$ cat src/rtl/wavefe_pkg.sv
// wavefe_pkg: shared FSM states, command codes, history geometry and saturating threshold step
package wavefe_pkg;
    typedef enum logic [1:0] {FILL, ARMED, PULSE, HOLDOFF} state_t;
    localparam int DEPTH = 40;
    localparam int WIN = 8;
    localparam logic [7:0] CMD_RELOAD = 8'd1;
    localparam logic [7:0] CMD_UP32 = 8'd16;
    localparam logic [7:0] CMD_DN32 = 8'd17;
    localparam logic [7:0] CMD_UP4 = 8'd18;
    localparam logic [7:0] CMD_DN4 = 8'd19;
    function automatic logic [9:0] sat_add(input logic [9:0] v, input logic signed [6:0] d);
        logic signed [11:0] t;
        t = $signed({2'b00, v}) + 12'(d);
        return t < 12'sd0 ? 10'd0 : t > 12'sd1023 ? 10'd1023 : t[9:0];
    endfunction
endpackage

$ cat src/rtl/box_sum8.sv
// box_sum8: registered 13-bit sum of an eight-sample window
module box_sum8
    import wavefe_pkg::*;
(
    input  logic                clk,
    input  logic                rst_n,
    input  logic [WIN-1:0][9:0] x,
    output logic [12:0]         sum
);
    logic [12:0] s;
    always_comb begin
        s = '0;
        for (int i = 0; i < WIN; i++) s = s + 13'(x[i]);
    end
    always_ff @(posedge clk or negedge rst_n) begin
        if (!rst_n) sum <= '0;
        else sum <= s;
    end
endmodule

$ cat src/rtl/adc_frontend.sv
// adc_frontend: ADC clocking, sample history, decimated averages and pulse-height trigger
module adc_frontend
    import wavefe_pkg::*;
#(
    parameter int DECIM    = 8192,
    parameter int THR_INIT = 540,
    parameter int HOLD     = 16
) (
    input  logic       CLK,
    input  logic       RSTN,
    input  logic [9:0] WAVEX,
    input  logic       OVR,
    output logic       ADCLK,
    input  logic       EN,
    input  logic [7:0] CMD,
    input  logic       CMD_VALID,
    output logic       SAMP_VALID,
    output logic [9:0] SAMP_DATA,
    output logic       TRIG,
    output logic       PEAK_VALID,
    output logic [9:0] PEAK,
    output logic [9:0] THR
);
    localparam int CW = $clog2(DECIM);
    localparam int HW = $clog2(HOLD + 1);
    logic [DEPTH-1:0][9:0] hist;
    logic [12:0] sum0, sum1;
    logic [9:0] avg, base, diff, peak, peak_nx, thr_nx;
    logic [10:0] lim;
    logic over, sen_d, cmp, wrap;
    logic [CW-1:0] cnt;
    logic [5:0] fill_cnt;
    logic [HW-1:0] hold_cnt, hold_nx;
    state_t state, state_nx;
    box_sum8 u_sum0 (.clk(CLK), .rst_n(RSTN), .x(hist[WIN-1:0]), .sum(sum0));
    box_sum8 u_sum1 (.clk(CLK), .rst_n(RSTN), .x(hist[DEPTH-1:DEPTH-WIN]), .sum(sum1));
    assign avg = 10'(sum0 >> 3);
    assign base = 10'(sum1 >> 3);
    assign diff = avg - base;
    assign lim = {1'b0, base} + {1'b0, THR};
    assign over = {1'b0, avg} > lim;
    assign wrap = EN && cnt == CW'(DECIM - 1);
    assign TRIG = state == PULSE;
    assign PEAK = peak;
    // cmp marks the cycle in which the sums first reflect the latest shift
    assign PEAK_VALID = state == PULSE && EN && cmp && !over;
    always_comb begin
        thr_nx = !CMD_VALID ? THR :
                 CMD == CMD_RELOAD ? 10'(THR_INIT) :
                 CMD == CMD_UP32 ? sat_add(THR, 7'sd32) :
                 CMD == CMD_DN32 ? sat_add(THR, -7'sd32) :
                 CMD == CMD_UP4 ? sat_add(THR, 7'sd4) :
                 CMD == CMD_DN4 ? sat_add(THR, -7'sd4) : THR;
    end
    always_comb begin
        state_nx = state;
        peak_nx = peak;
        hold_nx = hold_cnt;
        case (state)
            FILL: if (fill_cnt == 6'(DEPTH)) state_nx = ARMED;
            ARMED: if (EN && cmp && over) begin
                state_nx = PULSE;
                peak_nx = diff;
            end
            PULSE: if (!EN) state_nx = ARMED;
                else if (cmp && over) peak_nx = diff > peak ? diff : peak;
                else if (cmp) begin
                    state_nx = HOLDOFF;
                    hold_nx = '0;
                end
            HOLDOFF: if (!EN) state_nx = ARMED;
                else if (ADCLK && hold_cnt == HW'(HOLD - 1)) state_nx = ARMED;
                else if (ADCLK) hold_nx = hold_cnt + 1'b1;
            default: state_nx = FILL;
        endcase
    end
    always_ff @(posedge CLK or negedge RSTN) begin
        if (!RSTN) begin
            ADCLK <= 1'b0;
            sen_d <= 1'b0;
            cmp <= 1'b0;
            hist <= '0;
            cnt <= '0;
            SAMP_VALID <= 1'b0;
            SAMP_DATA <= '0;
            fill_cnt <= '0;
            hold_cnt <= '0;
            state <= FILL;
            peak <= '0;
            THR <= 10'(THR_INIT);
        end else begin
            ADCLK <= !ADCLK;
            sen_d <= ADCLK;
            cmp <= sen_d;
            if (ADCLK) hist <= {hist[DEPTH-2:0], OVR ? 10'd1023 : WAVEX};
            if (ADCLK && fill_cnt != 6'(DEPTH)) fill_cnt <= fill_cnt + 1'b1;
            cnt <= !EN || wrap ? '0 : cnt + 1'b1;
            SAMP_VALID <= wrap;
            if (wrap) SAMP_DATA <= avg;
            hold_cnt <= hold_nx;
            state <= state_nx;
            peak <= peak_nx;
            THR <= thr_nx;
        end
    end
endmodule

$ cat config.mk
export PLATFORM = sky130hd
export DESIGN_NAME = adc_frontend
export DESIGN_NICKNAME = d
export VERILOG_FILES = /design/src/rtl/wavefe_pkg.sv /design/src/rtl/box_sum8.sv /design/src/rtl/adc_frontend.sv
export SDC_FILE = /design/constraint.sdc
export NUM_CORES = 1
export LEC_CHECK = 0
export CAP_MARGIN = 20
export CORE_MARGIN = 8
export CORE_UTILIZATION = 55
export DETAILED_ROUTE_END_ITERATION = 8
export PLACE_DENSITY = 0.72
export SYNTH_ARGS = -nofsm -noshare
export SYNTH_HDL_FRONTEND = slang
export SYNTH_HIERARCHICAL = 1
export SYNTH_SLANG_ARGS = --single-unit
$ cat constraint.sdc
create_clock -name CLK -period 10.8 [get_ports CLK]
set_clock_uncertainty 0.15 [all_clocks]
set_input_delay 1.08 -clock CLK [delete_from_list [all_inputs] [get_ports CLK]]
set_output_delay 1.08 -clock CLK [all_outputs]
set_load 0.05 [all_outputs]
==> results of run 1 <==
==> through the flow <==
stage	hold WS [ns]	utilization [%]
floorplan	0.181	-
global placement	0.185	57.8
detailed placement	0.189	57.8
CTS	0.204	61.6
global route	0.207	61.7
finish	0.203	61.7
==> placed cells by master, fill, tap and decap left out, drive strengths merged, types with 10 or more instances in the layout <==
cell           instances
a21o                  15
a21oi                 52
and3                  11
buf                   10
clkbuf                68
clkdlybuf4s50         55
clkinv                13
dfrtp                475
fa                   120
ha                    82
inv                  304
mux2                 400
nand2                 75
nand3                 24
nand4                 10
nor2                  63
o21ai                 31
xnor2                 35
xor2                  24
==> power by group <==
part / switching [W] / internal (W) / total, W / leakage (nW)
sequential: 0.000124 / 0.00191 / 0.00203 / 5.67
clock: 0.000702 / 0.00102 / 0.00172 / 0.816
combinational: 0.000782 / 0.000586 / 0.00137 / 6.05
total: 0.00161 / 0.00351 / 0.00512 / 12.5
==> area by class of cell <==
type	instances	area, um2
clock inverter	22	240
clock buffer	68	1420
timing repair buffer	65	698
fill	3351	16800
multi-input combinational	1066	10800
sequential	479	12000
tap	592	741
inverter	302	1130
==> path summary, 6_finish.rpt <==
check | start | to | slack (ns) | depth (start not counted)
max | THR[0]$_DFFE_PN0P_ | PEAK_VALID | 4.47 | 15
min | sen_d$_DFF_PN0_ | cmp$_DFF_PN0_ | 0.20 | 0
max reg2reg | THR[0]$_DFFE_PN0P_ | PEAK[4]$_DFFE_PN0P_ | 6.16 | 15
min reg2reg | sen_d$_DFF_PN0_ | cmp$_DFF_PN0_ | 0.20 | 0
max in group asynchronous | RSTN | hist[84]$_DFFE_PN0P_ | 8.11 | 3
min in group asynchronous | RSTN | THR[6]$_DFFE_PN0P_ | 0.36 | 1
==> routing by layer <==
| metal | vias up | part of all wire [%] | global-route usage (%) | wire (um) |
|---|---|---|---|---|
| met3 | 59 | 3.7 | 3.04 | 1490 |
| met4 | 0 | 1.9 | 3.86 | 776 |
| met1 | 6809 | 47 | 22.4 | 18800 |
| met2 | 164 | 48 | 26.8 | 19200 |
| li1 | 6409 | - | - | - |
| met5 | - | 0 | 0 | 0 |
==> state kept, by name (all words and copies together) (netlist names), 2 cells and up <==
name	cells
hist	400
cnt	13
PEAK	10
SAMP_DATA	10
u_sum0/sum	10
u_sum1/sum	10
THR	9
fill_cnt	6
hold_cnt	5
state	2
==> out/metrics.csv, run 1 <==
metric;value;unit
status;completed;
max frequency;158;MHz
Placed Instances;2502;
Antenna Violating Nets Remaining;0;
postcts setup bufs;0;
Max-Cap Viols;0;
Final Slew Violations;0;
minimum clock period;6.33;ns
layout cells sized above 1;26.0;%
first-pass GRT wire length;68900;um
fin cells;2594;
CP required;9.57;ns
CTS tree;yes;
Worst-Skew Late Latency;0.57;ns
vias in the first global route;13900;
worst slew pin tran;1.10;ns
Nets;2188;
dpl cell area;25300;um2
synthesized area;24200;um2
core area;43800;um2
Synth-to-Final Area Change;11.8;%
largest net degree at the start of global routing;162;
RSZ-0062 raised after global routing;no;
Routed WL per cell;15.5;um
initial antenna violation count;0;
Critical Path, Cell by Cell;ha_1 > a21o_1 > a21oi_1 > o21bai_1 > a2111oi_0 > o31ai_1 > a21oi_1 > xor2_1 > ha_1 > o21a_1 > o22ai_1 > or3_1 > a211oi_4 > nor2_1 > clkdlybuf4s50_1;
hold buffer count at CTS;0;
aggregate global-route resource usage;16.3;%
worst hold path type;reg2reg;
DRT iter0 DRCs;779;
syn_nets;2132;
DR vias/cell;5.18;
Post-route DRC;0;
CP max stage delay;0.72;ns
Post-CTS Resized;0;
Lkg Pwr;12.5;nW
peak supply drop;0.155;mV
Root Driver;clkbuf_16;
final WL;40200;um
die width;226;um
TritonCTS Buffers;49;
Avg Cell Area, Syn;12.7;um2
FP Rows;77;
via count;13400;
Final period util;58.6;%
Fin. Hold Viols;0;
Place WS;5.06;ns
TritonCTS Sinks;479;
Die Height;226;um
setup ws final;4.47;ns
# setup viols final;0;
CP Launch Type;register;
CTS clk-pin slew, worst paths;0.06;ns
Final Instance Area;27100;um2
total grt overflow;0;
Pwr Total;0.00512;W
slowest stage cell on the critical path;clkdlybuf4s50_1;
Arr. time, crit path;5.10;ns
critical path fanouts, max;8;
crit end category;output port;
number of synthesis warnings;6;
Slew headroom;27.0;%
Final HPWL DP;27600;um
PwrDens;189;nW/um2
Initial Util;55.2;%
Max H-tree Level;2;
cell family with most CP delay;compound AO/OA/AOI/OAI gates;
antenna cell count;0;
critical path type;reg2out;
RD Place Congestion;0.828;
Pre-antenna DRT Iters;5;
I/O Pins;57;
Bufs and invs on worst path;1;
PortBufs;56;
Total Neg Setup Slack;0;ns
Mapped Cells;1907;
CTS Buffer Depth;3;
die area;51000;um2
(Power assumes the default switching activity.)
==> run 2, diff against run 1 <==
Settings changed: PLACE_DENSITY 0.72 to 0.75.
Clock period 10.8 ns to 5.4 ns, I/O delays scaled along.
==> run 2 against run 1 <==
Hold slack improved by 0.0018 ns; highest routed layer unchanged; worst setup slack got worse by 4.0 ns; global-route usage increased by 0.33 points; non-clock buffer count increased by 1; combinational power increased by 100%; routed wire length increased by 0.23%.
==> out/metrics.csv, run 2 (synthesis results as in run 1) <==
metric;value;unit;change
Hold EP;cmp$_DFF_PN0_;;
Worst R2R Setup Slack;0.89;ns;-5.27 ns
die area;51000;um2;unchanged
cell family with most CP delay;compound AO/OA/AOI/OAI gates;;
Nets;2189;;+0.046%
sw frac;31.0;%;-0.41 points
Worst-Skew Late Latency;0.60;ns;+0.03 ns
status;completed;;
Comb power frac;26.6;%;about the same
final WL;40300;um;+0.23%
TritonCTS Sinks;479;;unchanged
Root Driver;clkbuf_16;;
Synth-to-Final Area Change;12.1;%;
Worst path depth;15;;unchanged
P_sw;0.00320;W;+99%
CP Launch Type;register;;
critical path type;reg2out;;
critical path fanouts, max;8;;unchanged
Initial Util;55.2;%;unchanged
RSZ-0062 raised after global routing;no;;
largest reg by FF count;hist;;
Top Registers;hist: 400 flops, cnt: 13 flops;;
Antenna Violating Nets Remaining;0;;unchanged
CP required;4.71;ns;-4.86 ns
DR vias/cell;5.19;;+0.14%
RD Place Congestion;0.838;;+1.2%
Final Slew Violations;0;;unchanged
worst slew pin tran;1.02;ns;-0.0749 ns
layout cells sized above 1;26.1;%;+0.12 points
max frequency;202;MHz;
CTS tree;yes;;
antenna cell count;0;;unchanged
Pre-antenna DRT Iters;5;;unchanged
CP max stage delay;0.47;ns;-0.25 ns
most frequent cells in the layout;dfrtp_1, mux2_2, inv_1, fa_1, ha_1;;
Max H-tree Level;2;;unchanged
largest net degree at the start of global routing;187;;+15%
peak supply drop;0.287;mV;+85%
FP Rows;77;;unchanged
Total Neg Setup Slack;0;ns;unchanged
Max-Cap Viols;0;;unchanged
Arr. time, crit path;4.26;ns;-0.84 ns
Post-route DRC;0;;unchanged
Final HPWL DP;27700;um;+0.30%
WHS Path Cells;0;;unchanged
via count;13500;;+0.22%
Placed Instances;2504;;+0.080%
I/O Pins;57;;unchanged
fin cells;2596;;+0.077%
Reg power frac;39.2;%;-0.5 points
Place WS;0.342;ns;-4.72 ns
Slew headroom;32.0;%;+5.0 points
die width;226;um;unchanged
CTS clk-pin slew, worst paths;0.06;ns;about the same
Critical Path, Cell by Cell;ha_1 > fa_1 > a21o_1 > a211oi_2 > o21ai_0 > a21oi_1 > o21ai_0 > xnor2_1 > ha_1 > o21a_1 > o22ai_1 > or3_1 > a211oi_4 > nor2_1 > clkbuf_2;;
Lkg Pwr;12.6;nW;+0.28%
max reg flops;400;;unchanged
setup ws final;0.454;ns;-4.02 ns
Final period util;91.6;%;
Fin. Hold Viols;0;;unchanged
vias in the first global route;14300;;+3.1%
internal power;0.00712;W;+100%
HP Start;sen_d$_DFF_PN0_;;
aggregate global-route resource usage;16.6;%;+0.33 points
CTS Buffer Depth;3;;unchanged
Pwr Total;0.0103;W;+100%
total grt overflow;0;;unchanged
PortBufs;56;;unchanged
Worst R2R End;u_sum0/sum[12]$_DFF_PN0_;;
fin util;61.9;%;+0.17 points
# setup viols final;0;;unchanged
worst hold path type;reg2reg;;
Routed WL per cell;15.5;um;+0.16%
PwrDens;380;nW/um2;+100%
core area;43800;um2;unchanged
worst flop-to-flop path startpoint;hist[2]$_DFFE_PN0P_;;
power share of the clock group;34.2;%;+0.6 points
first-pass GRT wire length;70500;um;+2.3%
reg2reg path depth;15;;unchanged
minimum clock period;4.95;ns;
Bufs and invs on worst path;1;;unchanged
initial antenna violation count;0;;unchanged
slowest stage cell on the critical path;dfrtp_2;;
most common cell after layout, fill and taps aside;dfrtp_1;;
DRT iter0 DRCs;820;;+5.3%
Die Height;226;um;unchanged
TritonCTS Buffers;49;;unchanged
crit end category;output port;;
[run 2: cell types whose count changed in the layout (fill, tap and decap cells not counted), sizes merged]
cell,change
bufinv,+2
clkbuf,+2
clkdlybuf4s50,-1
clkinv,+1
clkinvlp,-1
dlygate4sd3,+1
inv,-2
[run 2: layout make-up]
class	count	area [um2]
fill	3351	16700
sequential	479	12000
multi-input combinational	1066	10800
clock buffer	69	1410
inverter	302	1130
tap	592	741
timing repair buffer	66	701
clock inverter	22	305
[run 2: power groups by stage]
stage	Sequential, W	Clock [W]	Combinational [W]
finish	0.00404	0.00352	0.00275
global route	0.00407	0.00378	0.00309
CTS	0.00405	0.00363	0.00277
floorplan	0.00421	0	0.00193
detailed placement	0.00411	0	0.00275
global placement	0.00410	0	0.00269
[run 2: metal layers]
layer,global-route usage [%],share of wire (%),up-vias
met3,3.03,3.7,64
met5,0,0,-
li1,-,-,6450
met4,4.82,2.2,0
met1,22.8,46,6797
met2,27.0,48,159
[run 2: worst max-delay path by stage]
stage,to,start
after detailed placement,PEAK_VALID,THR[0]$_DFFE_PN0P_
after global placement,PEAK_VALID,THR[0]$_DFFE_PN0P_
after global routing,PEAK_VALID,THR[0]$_DFFE_PN0P_
after CTS,PEAK_VALID,THR[0]$_DFFE_PN0P_
final,PEAK_VALID,THR[0]$_DFFE_PN0P_
after floorplan,PEAK_VALID,THR[0]$_DFFE_PN0P_
[run 2: what timing repair did]
| action | 4_1_cts | 5_1_grt |
|---|---|---|
| setup buffers | 0 | 0 |
| pin swaps | 0 | 0 |
| hold buffers | 1 | 0 |
| gates resized for setup | 2 | 5 |
| hold endpoints to repair | 91 | 0 |
| setup endpoints to repair | 1 | 1 |
[run 2: metrics by stage]
step / hold slack, ns / instance area, um2
after floorplan: 0.0944 / 24200
after global placement: 0.185 / 25400
after detailed placement: 0.191 / 25400
after CTS: 0.204 / 27100
after global routing: 0.214 / 27100
final: 0.204 / 27100
==> run 3, diff against run 2 <==
Settings changed: CTS_BUF_LIST set to sky130_fd_sc_hd__clkbuf_8, PLACE_DENSITY 0.75 to 0.72.
Clock period 5.4 ns to 6.3 ns, I/O delays scaled along.
==> run 3 against run 2 <==
Combinational power is 15% lower; final area is 0.40% lower; utilization is 0.25 points lower; non-clock buffer count is 4 lower; sequential share of layout area is 0.17 points higher; global-route usage hardly changed; via count is 0.73% higher; routed wire length is 0.72% lower; register-to-register slack better by 0.75 ns; critical path depth stayed put.
==> out/metrics.csv, run 3 (synthesis results as in run 1) <==
metric;value;unit;change
worst hold path type;reg2reg;;
P_sw;0.00279;W;-13%
CP required;5.52;ns;+0.81 ns
internal power;0.00577;W;-19%
PwrDens;317;nW/um2;-17%
first-pass GRT wire length;70400;um;about the same
Worst Setup SP;THR[0]$_DFFE_PN0P_;;
sw frac;32.6;%;+1.6 points
core area;43800;um2;unchanged
power share of the clock group;32.1;%;-2.1 points
Pre-antenna DRT Iters;4;;-1
Hold EP;cmp$_DFF_PN0_;;
Root Driver;clkbuf_8;;
via count;13600;;+0.73%
RSZ-0062 raised after global routing;no;;
most common cell after layout, fill and taps aside;dfrtp_1;;
die width;226;um;unchanged
Synth-to-Final Area Change;11.6;%;
layout cells sized above 1;26.9;%;+0.79 points
DR vias/cell;5.12;;-1.3%
Total Neg Setup Slack;0;ns;unchanged
HP Start;sen_d$_DFF_PN0_;;
RD Place Congestion;0.800;;-4.6%
Max-Cap Viols;0;;unchanged
total grt overflow;0;;unchanged
TritonCTS Sinks;479;;unchanged
die area;51000;um2;unchanged
final WL;40000;um;-0.72%
Reg power frac;40.7;%;+1.5 points
crit end category;output port;;
Initial Util;55.2;%;unchanged
reg2reg path depth;15;;unchanged
Slew headroom;31.3;%;-0.68 points
Post-CTS Resized;0;;-2
hold buffer count at CTS;1;;unchanged
Post-route DRC;0;;unchanged
CTS Buffer Depth;3;;unchanged
critical path fanouts, max;8;;unchanged
max frequency;167;MHz;
Nets;2217;;+1.3%
initial antenna violation count;0;;unchanged
Worst-Skew Late Latency;0.65;ns;+0.05 ns
aggregate global-route resource usage;16.6;%;about the same
DRT iter0 DRCs;827;;+0.85%
Final HPWL DP;27200;um;-1.6%
Lkg Pwr;12.7;nW;+0.79%
Comb power frac;27.2;%;+0.6 points
Antenna Violating Nets Remaining;0;;unchanged
vias in the first global route;14700;;+2.6%
Arr. time, crit path;5.19;ns;+0.93 ns
status;completed;;
TritonCTS Buffers;81;;+65%
WHS Path Cells;0;;unchanged
worst flop-to-flop path startpoint;THR[0]$_DFFE_PN0P_;;
Global Route met3 Usage;3.47;%;+0.44 points
Worst R2R Setup Slack;1.64;ns;+0.75 ns
most frequent cells in the layout;dfrtp_1, mux2_2, inv_1, fa_1, clkbuf_8;;
worst hold slack;0.202;ns;-0.00253 ns
max reg flops;400;;unchanged
Fin. Hold Viols;0;;unchanged
postcts setup bufs;0;;unchanged
M2 GR Usage;27.1;%;about the same
FP Rows;77;;unchanged
Die Height;226;um;unchanged
Worst R2R End;PEAK[1]$_DFFE_PN0P_;;
met1 Resource Use GR;22.2;%;-0.57 points
setup ws final;0.326;ns;-0.128 ns
antenna cell count;0;;unchanged
I/O Pins;57;;unchanged
CTS tree;yes;;
Place WS;0.983;ns;+0.642 ns
CP Launch Type;register;;
critical path type;reg2out;;
Max H-tree Level;3;;+1
worst slew pin tran;1.03;ns;+0.0102 ns
largest reg by FF count;hist;;
Final Slew Violations;0;;unchanged
# setup viols final;0;;unchanged
PortBufs;56;;unchanged
Routed WL per cell;15.1;um;-2.7%
largest net degree at the start of global routing;187;;unchanged
Final period util;94.8;%;
Top Registers;hist: 400 flops, cnt: 13 flops;;
GR peak layer;met2;;
minimum clock period;5.97;ns;
CTS clk-pin slew, worst paths;0.06;ns;about the same
peak supply drop;0.218;mV;-24%
==> run 3: worst max path at each step <==
stage,end,slack (ns),cells past startpoint
5_1_grt,PEAK_VALID,0.13,15
3_3_place_gp,PEAK_VALID,1.09,15
2_1_floorplan,PEAK_VALID,1.69,11
3_5_place_dp,PEAK_VALID,0.98,15
4_1_cts,PEAK_VALID,0.27,15
6_report,PEAK_VALID,0.33,15
==> run 3: critical path, stage by stage, from the launching register on <==
cell	delay, ns
dfrtp_1	0.48
ha_1	0.33
a21o_1	0.16
a21oi_1	0.22
o21bai_1	0.12
a2111oi_0	0.67
o31ai_1	0.17
a21oi_1	0.20
xor2_1	0.10
ha_1	0.30
o21a_1	0.13
o22ai_1	0.08
or3_1	0.43
a211oi_4	0.36
nor2_1	0.11
clkdlybuf4s50_1	0.72
==> run 3: cell type report <==
cell class                 count  area [um2]
clock buffer                 104        1430
clock inverter                44         226
fill                        3364       16800
inverter                     302        1130
multi-input combinational   1066       10800
sequential                   479       12000
tap                          592         741
timing repair buffer          62         663
==> run 3: metrics by stage <==
step / instances / instance area [um2] / util (%) / power, W
global placement: 2500 / 25400 / 57.8 / 0.00583
CTS: 2649 / 27000 / 61.7 / 0.00870
global route: 2649 / 27000 / 61.7 / 0.00916
floorplan: 1907 / 24200 / - / 0.00526
finish: 2649 / 27000 / 61.7 / 0.00856
detailed placement: 2500 / 25400 / 57.8 / 0.00589
==> run 3: layer usage <==
metal  wire, um  vias up
met5          0        -
met4        676        0
met3       1690       52
met2      19000      184
met1      18700     6843
li1           -     6489
==> run 3: power by group through the flow <==
stage	sequential, W	combinational, W	clock (W)
global route	0.00352	0.00264	0.00300
floorplan	0.00361	0.00165	0
detailed placement	0.00354	0.00235	0
global placement	0.00353	0.00230	0
CTS	0.00349	0.00236	0.00286
finish	0.00349	0.00233	0.00275
